==> src/rtl/demux_cb.sv <==
// ---------------------------------------------------------------------------
// demux_cb -- registered 1-to-4 demultiplexer for single-bit condition values
//
// A producer pushes one bit per cycle toward the channel named by `selector`.
// Each of the four channels is a small circular FIFO. Each consumer drains its
// own channel independently through a valid/ready handshake.
//
// Parameters
//   DEPTH        entries per channel FIFO; a power of two, 2..8
//
// Ports
//   clk          single clock, rising edge
//   reset_n      asynchronous active-low reset
//   selector     destination channel of the current input bit
//   data_in      bit to route
//   in_valid     producer offers data_in this cycle
//   in_ready     block accepts the input this cycle
//   data_0..3    head bit of channel k, 0 while channel k is empty
//   out_valid    bit k set while channel k holds at least one bit
//   out_ready    bit k set when consumer k takes its head this cycle
//   overrun      sticky per-channel overrun flags
//   overrun_clr  clears every overrun flag at the next edge
//
// Optional feature
//   DEMUX_CB_OVERRUN_EN  when defined, a push is never refused. A push into a
//                        full channel with no pop drops that channel's oldest
//                        bit and sets its overrun flag. When undefined, a full
//                        channel backpressures the producer, overrun reads 0000
//                        and overrun_clr is ignored.
// ---------------------------------------------------------------------------
module demux_cb #(
   parameter int DEPTH = 2
) (
   input  logic       clk,
   input  logic       reset_n,
   input  logic [1:0] selector,
   input  logic       data_in,
   input  logic       in_valid,
   output logic       in_ready,
   output logic       data_0,
   output logic       data_1,
   output logic       data_2,
   output logic       data_3,
   output logic [3:0] out_valid,
   input  logic [3:0] out_ready,
   output logic [3:0] overrun,
   input  logic       overrun_clr
);

   localparam int PW = (DEPTH > 1) ? $clog2(DEPTH) : 1;
   localparam int CW = PW + 1;
   localparam logic [CW-1:0] FULL_CNT = CW'(DEPTH);

   logic [DEPTH-1:0] mem    [4];
   logic [PW-1:0]    wr_ptr [4];
   logic [PW-1:0]    rd_ptr [4];
   logic [CW-1:0]    count  [4];

   logic [3:0] empty;
   logic [3:0] full;
   logic [3:0] head;
   logic [3:0] push;
   logic [3:0] pop;
   logic [3:0] drop;
   logic [3:0] adv_rd;

   // Channel status and masked head read.
   // NOTE: every variable in this block is assigned on every pass, so no latch
   // can be inferred; keep it that way when adding outputs here.
   always_comb begin
      for (int k = 0; k < 4; k++) begin
         empty[k] = (count[k] == '0);
         full[k]  = (count[k] == FULL_CNT);
         head[k]  = empty[k] ? 1'b0 : mem[k][rd_ptr[k]];
      end
   end

`ifdef DEMUX_CB_OVERRUN_EN
   assign in_ready = 1'b1;
`else
   // Looks only at the selected channel's fill level, never at out_ready, so
   // a full channel cannot accept a bit even while its consumer is popping.
   assign in_ready = !full[selector];
`endif

   always_comb begin
      for (int k = 0; k < 4; k++) begin
         push[k] = in_valid & in_ready & (selector == 2'(k));
         pop[k]  = !empty[k] & out_ready[k];
`ifdef DEMUX_CB_OVERRUN_EN
         // Push into a full channel with no pop: the oldest bit makes room.
         drop[k] = push[k] & full[k] & !pop[k];
`else
         drop[k] = 1'b0;
`endif
         adv_rd[k] = pop[k] | drop[k];
      end
   end

   // NOTE: sequential state uses non-blocking assignments only, so every
   // register samples the pre-edge values of its neighbours.
   always_ff @(posedge clk or negedge reset_n) begin
      if (!reset_n) begin
         for (int k = 0; k < 4; k++) begin
            // NOTE: storage is cleared on reset as well; it is only a few flops
            // and a just-reset channel then holds no stale bits.
            mem[k]    <= '0;
            wr_ptr[k] <= '0;
            rd_ptr[k] <= '0;
            count[k]  <= '0;
         end
      end else begin
         for (int k = 0; k < 4; k++) begin
            if (push[k]) begin
               mem[k][wr_ptr[k]] <= data_in;
               wr_ptr[k]         <= wr_ptr[k] + 1'b1;
            end
            if (adv_rd[k]) begin
               rd_ptr[k] <= rd_ptr[k] + 1'b1;
            end
            // A drop is a push paired with a read advance, so the count holds.
            unique case ({push[k], adv_rd[k]})
               2'b10:   count[k] <= count[k] + 1'b1;
               2'b01:   count[k] <= count[k] - 1'b1;
               default: count[k] <= count[k];
            endcase
         end
      end
   end

`ifdef DEMUX_CB_OVERRUN_EN
   // Set wins over clear when an overrun lands in the clearing cycle.
   always_ff @(posedge clk or negedge reset_n) begin
      if (!reset_n) begin
         overrun <= '0;
      end else begin
         overrun <= (overrun_clr ? 4'b0000 : overrun) | drop;
      end
   end
`else
   logic unused_overrun_clr;
   assign unused_overrun_clr = overrun_clr;
   assign overrun = 4'b0000;
`endif

   assign out_valid = ~empty;
   assign data_0    = head[0];
   assign data_1    = head[1];
   assign data_2    = head[2];
   assign data_3    = head[3];

endmodule

==> config.mk <==
export PLATFORM = sky130hd
export DESIGN_NAME = demux_cb
export DESIGN_NICKNAME = d
export VERILOG_FILES = /design/src/rtl/demux_cb.sv
export SDC_FILE = /design/constraint.sdc
export NUM_CORES = 1
export LEC_CHECK = 0
export ABC_AREA = 1
export CAP_MARGIN = 10
export CORE_MARGIN = 3
export CORE_UTILIZATION = 30
export DETAILED_ROUTE_END_ITERATION = 6
export GPL_ROUTABILITY_DRIVEN = 0
export GPL_TIMING_DRIVEN = 0
export MAX_ROUTING_LAYER = met4
export SLEW_MARGIN = 20
export SYNTH_ARGS = -nofsm -noshare
export SYNTH_HDL_FRONTEND = slang
export SYNTH_SLANG_ARGS = --single-unit
==> constraint.sdc <==
create_clock -name clk -period 1.9 [get_ports clk]
set_input_delay 0.57 -clock clk [delete_from_list [all_inputs] [get_ports clk]]
set_output_delay 0.57 -clock clk [all_outputs]
set_load 0.03 [all_outputs]
### After elaboration in Yosys (flattened, before gate mapping)

Index checks and enable logic that the tools add are counted.

* register bits: 24
* bits in latches: 0
* RAM bits: 0
* ROM bits: 0
* word-level logic and storage cells: 118
* memories kept: 0

* add/subtract/negate cells: 16
* multipliers: 0
* divide/modulo/power cells: 0
* order comparisons: 13
* equal/unequal tests: 15
* shift operators: 0
* mux-type cells: 30
* bitwise gates (word level): 10
* reductions and logical operators: 18

Operators with widths (number)
* $eq 2x2->1 const B: 10
* $mux 1: 17
* $lt 1x2->1 const B: 8
* $pmux 2 s2: 4
* $eq 2x1->1 const B: 5
* $logic_not 2->1: 5
* $and 1x1->1: 9
* $add 1x1->1 const B: 8
* $add 2x1->2 const B: 4
* $bwmux 2: 4
* $reduce_bool 2->1: 4
* $sub 2x1->2 const B: 4
* $logic_not 1->1: 5
* $demux 1 s1: 4
* $ge 1x1->1 const B: 4
* $logic_and 1x1->1: 4
* $not 4->4: 1
* $lt 2x3->1 const B: 1
* $bmux 1 s2: 1

### Logic depth before layout (Yosys ltp)

* word-level depth: 8
* gate-level depth with buffers: 12
* mapped depth without buffers: 12

### Worst setup path before layout

OpenSTA, ideal clock, no wires.

* path type: input to register
* from: in selector[0]
* to: reg count[3] (netlist bit)
* library setup time: 0.131 ns
* data arrival time: 1.765 ns
* path slack: 0.004 ns
* stages: 12
* buffers on the path: 0
* cells stage by stage: inv_2 nor2_1 nand2_1 nand2_2 inv_1 nand3_2 nor2_2 inv_2 ha_1 a21oi_1 o21ai_0 xor2_1

* word-level cells in the longest chain between the ends: 7
* elaborated cells between the ends (all ways): 10

RTL lines
* from (decl): RTL line 36 `input logic [1:0] selector,`
* $bmux 1 s2: RTL line 83 `assign in_ready = !full[selector];`
* $mux 1 (not written as such): RTL line 83
* $logic_not 1->1: RTL line 83
* $and 1x1->1: RTL line 88 `push[k] = in_valid & in_ready & (selector == 2'(k));`
* $and 1x1->1 (*): RTL line 88
* $eq 2x1->1 / $eq 2x2->1 (equally long branches): RTL line 122 `unique case ({push[k], adv_rd[k]})`
* $pmux 2 s2 / $reduce_bool 2->1 (equally long branches)
* to (signal, indexed assignment): RTL line 123 `2'b10: count[k] <= count[k] + 1'b1;`
* to (signal, indexed assignment): RTL line 124 `2'b01: count[k] <= count[k] - 1'b1;`
* to (signal, indexed assignment): RTL line 125 `default: count[k] <= count[k];`
* to (decl): RTL line 57 `logic [CW-1:0] count [4];`

Mark *: on every way between the ends. The rest lies on a longest branch, timed or not. The select of a mux whose other input is x is not followed.
A chain may end at the register's enable or synchronous reset.

### Final worst setup path

* from: in selector[1]
* to: out in_ready

* word-level cells in the longest chain between the ends: 3

RTL lines
* $bmux 1 s2: RTL line 83
* $mux 1 (not written as such): RTL line 83
* $logic_not 1->1: RTL line 83
* to (decl): RTL line 39 `output logic in_ready,`

Every way passes these cells. The select of a mux whose other input is x is not followed.

==> flow_summary.json <==
{
  "power.switching_mw": 1.17,
  "crit_chain": "clkbuf_4, nand2_4, inv_2, nand2_1, nand2_2, nor2_4, buf_6",
  "crit_fanout": 5,
  "ys_seq_area_frac": 0.443,
  "max_slew_margin": 0.631,
  "synthTopCellsByArea": "dfrtp_1 (44%), nand2_1 (9.7%), inv_1 (7.5%)",
  "worst_slack_ns": 0.0468,
  "synth.avg_cell_area_sq_um": 8.07,
  "grt_start_max_net_pins": 25,
  "fin_cells": 249,
  "cts_sinks": 24,
  "seq_power_share": 0.366,
  "status": "complete, no violations",
  "synthCells": 168,
  "dieArea_sq_mm": 0.00536,
  "synthMuxAreaShare": 0,
  "fmax_ghz": 0.540,
  "p_sw_frac": 0.425,
  "clkTransAtPathRegs_ns": 0.09,
  "hold_buffers": 0,
  "r2r-start": "count[7]",
  "ys_seq_elements": 24,
  "fp.dieW_um": 73.2,
  "cpMaxStageDelayCell": "clkbuf_4",
  "post-place-cells": 238,
  "cts-buffers-inserted": 3,
  "htree_levels": 1,
  "grt_pass1_vias": 966,
  "clk_latency_ns": 0.27,
  "num_vias": 1068,
  "ys_warn_count": 0,
  "synth_most_common_cell": "nand2_1",
  "grt_first_pass_wirelength_um": 4230,
  "ant_nets": 0,
  "synthAdderAreaFrac": 0.0369,
  "multi_input_area_sq_um": 676,
  "worstPathRequired_ns": 1.33,
  "post-route-min-period_ns": 1.85,
  "synth_top_area_frac": 0.443,
  "power_frac_clock": 0.164,
  "rsz0062_at_grt": "true",
  "drc": 0,
  "dieHeight_um": 73.2,
  "via_per_inst": 4.29,
  "synth.distinct_cells": 23,
  "coreArea_sq_mm": 0.00417,
  "rows": 23,
  "ir_worst_vdd_uv": 712,
  "synthSimpleGateAreaFrac": 0.252,
  "synth_compound_area_frac": 0.0590,
  "gr-usage-met2": 0.154,
  "nFillCells": 439,
  "synthArstFlopShare": 1.00,
  "port_buffers": 17,
  "synthXorXnorAreaFrac": 0.0904,
  "synth_top_area_cell": "dfrtp_1",
  "p_total_mw": 2.75,
  "synth_edf_count": 0,
  "seq_area_sq_um": 604,
  "wl_per_cell_um": 10.1,
  "end_kind": "output port",
  "combPwrFrac": 0.470,
  "synth-main-ff-cell": "dfrtp_1",
  "finalSetupViolCount": 0,
  "grt_use_met3": 0.0344,
  "p_leak_nw": 0.899,
  "hold_class": "in2async",
  "clock_skew_ns": 0.00799,
  "globalRouteMet1Util": 0.135,
  "synth.cell_area_sq_mm": 0.00136,
  "top_usage_layer": "met2",
  "period_share": 0.975,
  "startpoint_type": "input port",
  "initial_core_util": 0.325,
  "worst-slew-pin-transition_ns": 0.553,
  "final_util": 0.423,
  "grt_overflow": 0,
  "slew_violations": 0,
  "crit_type": "in2out",
  "nets": 215,
  "internal_power_mw": 1.58,
  "drive_above_1_share": 0.261,
  "startpoint": "selector[1]",
  "routed_wl_um": 2520,
  "drt-initial-drc-count": 72,
  "power_density_mw_per_mm2": 1560,
  "hpwl_um": 1810,
  "grt_util_all_layers": 0.106,
  "num_antenna_cells": 0,
  "cts_buffer_depth": 2,
  "cap_violations": 0,
  "critPathMaxStageDelay_ns": 0.16,
  "cts_root_buf": "clkbuf_8",
  "synth_top_family_by_area": "simple AND/OR/NAND/NOR gates",
  "crit_arrival_ns": 1.28,
  "firstDrtPassIters": 6,
  "finalHoldViolations": 0,
  "place_ws_ns": -1.02,
  "cts_tree": "built",
  "boundaryPins": 24,
  "area_delta_synth_final_pct": 30.2,
  "antenna_found_initial": 0,
  "synth_common_cells": "nand2_1 (35), inv_1 (27), dfrtp_1 (24), nand3_1 (11), nor2_1 (11)"
}
==> power groups by stage <==
stage	Clock, mW	Combinational, mW	Sequential (mW)
global route	0.493	1.46	1.05
CTS	0.466	1.24	0.988
finish	0.453	1.29	1.01
floorplan	0	0.944	0.947
global placement	0	1.27	0.991
detailed placement	0	1.29	0.995
==> worst max-delay path: cells and delay by family <==
family	cells	cell delay, ns
and+or+nand+nor	4	0.36
buffers and inverters	3	0.36
==> cell usage in the layout, fill, tap and decap left out, types with 4 or more instances in the layout <==
cell type and count:
o21ai_1 5, xor2_1 9, inv_2 9, clkbuf_2 5, nand3_1 10, a21oi_1 8
xnor2_1 5, clkdlybuf4s50_1 4, inv_1 22, conb_1 4, nor2_1 10, nand4_1 4
nand2_1 34, dfrtp_1 21, buf_4 11
==> routing by layer <==
layer	wire length (um)	vias to the layer above
met4	34	0
met3	159	4
met5	0	-
li1	-	571
met2	1110	23
met1	1220	470
==> layout make-up <==
| cell class | instances | area share |
|---|---|---|
| multi-input cells | 109 | 0.383 |
| flip-flops and latches | 24 | 0.342 |
| repair buffers | 24 | 0.108 |
| inverters | 33 | 0.0716 |
| well taps | 50 | 0.0354 |
| clock buffers | 3 | 0.0234 |
| plain buffers | 5 | 0.0191 |
| clock inverters | 1 | 0.0170 |
==> final timing paths <==
| path | end | slack [ns] | depth (start not counted) |
|---|---|---|---|
| worst max-delay path | in_ready | 0.05 | 7 |
| worst min-delay path | count[5] | 0.27 | 1 |
| worst max register to register | count[3] | 0.12 | 12 |
| worst min register to register | mem[7] | 0.49 | 2 |
| max in group asynchronous | count[2] | 1.22 | 1 |
| min in group clk | mem[7] | 0.49 | 2 |
==> per-stage QoR <==
stage	hold WS [ns]	cell area [sq um]	TNS (ns)
2_1_floorplan	0.274	1370	0
3_3_place_gp	0.470	1600	-6.86
3_5_place_dp	0.471	1600	-7.99
4_1_cts	0.499	1690	-0.0347
5_1_grt	0.310	1770	-0.0865
6_report	0.268	1770	0
==> kinds of logic after synthesis <==
logic type      Yosys count
simple gates             71
other cells               1
flops                    24
xor+xnor                 14
compound gates           16
buf+inv                  38
fa+ha+maj                 4
==> registers in the layout, indices dropped and copies added (netlist names) <==
name	cells
count	8
mem	8
rd_ptr	4
wr_ptr	4
==> repair_timing <==
item / CTS / global route
resized for setup: 29 / 33
buffers inserted: 3 / 4
pin swaps: 1 / 6
endpoints found under the setup margin: 17 / 13
gates cloned: 0 / 0
Power figures use the tool's default switching activity.
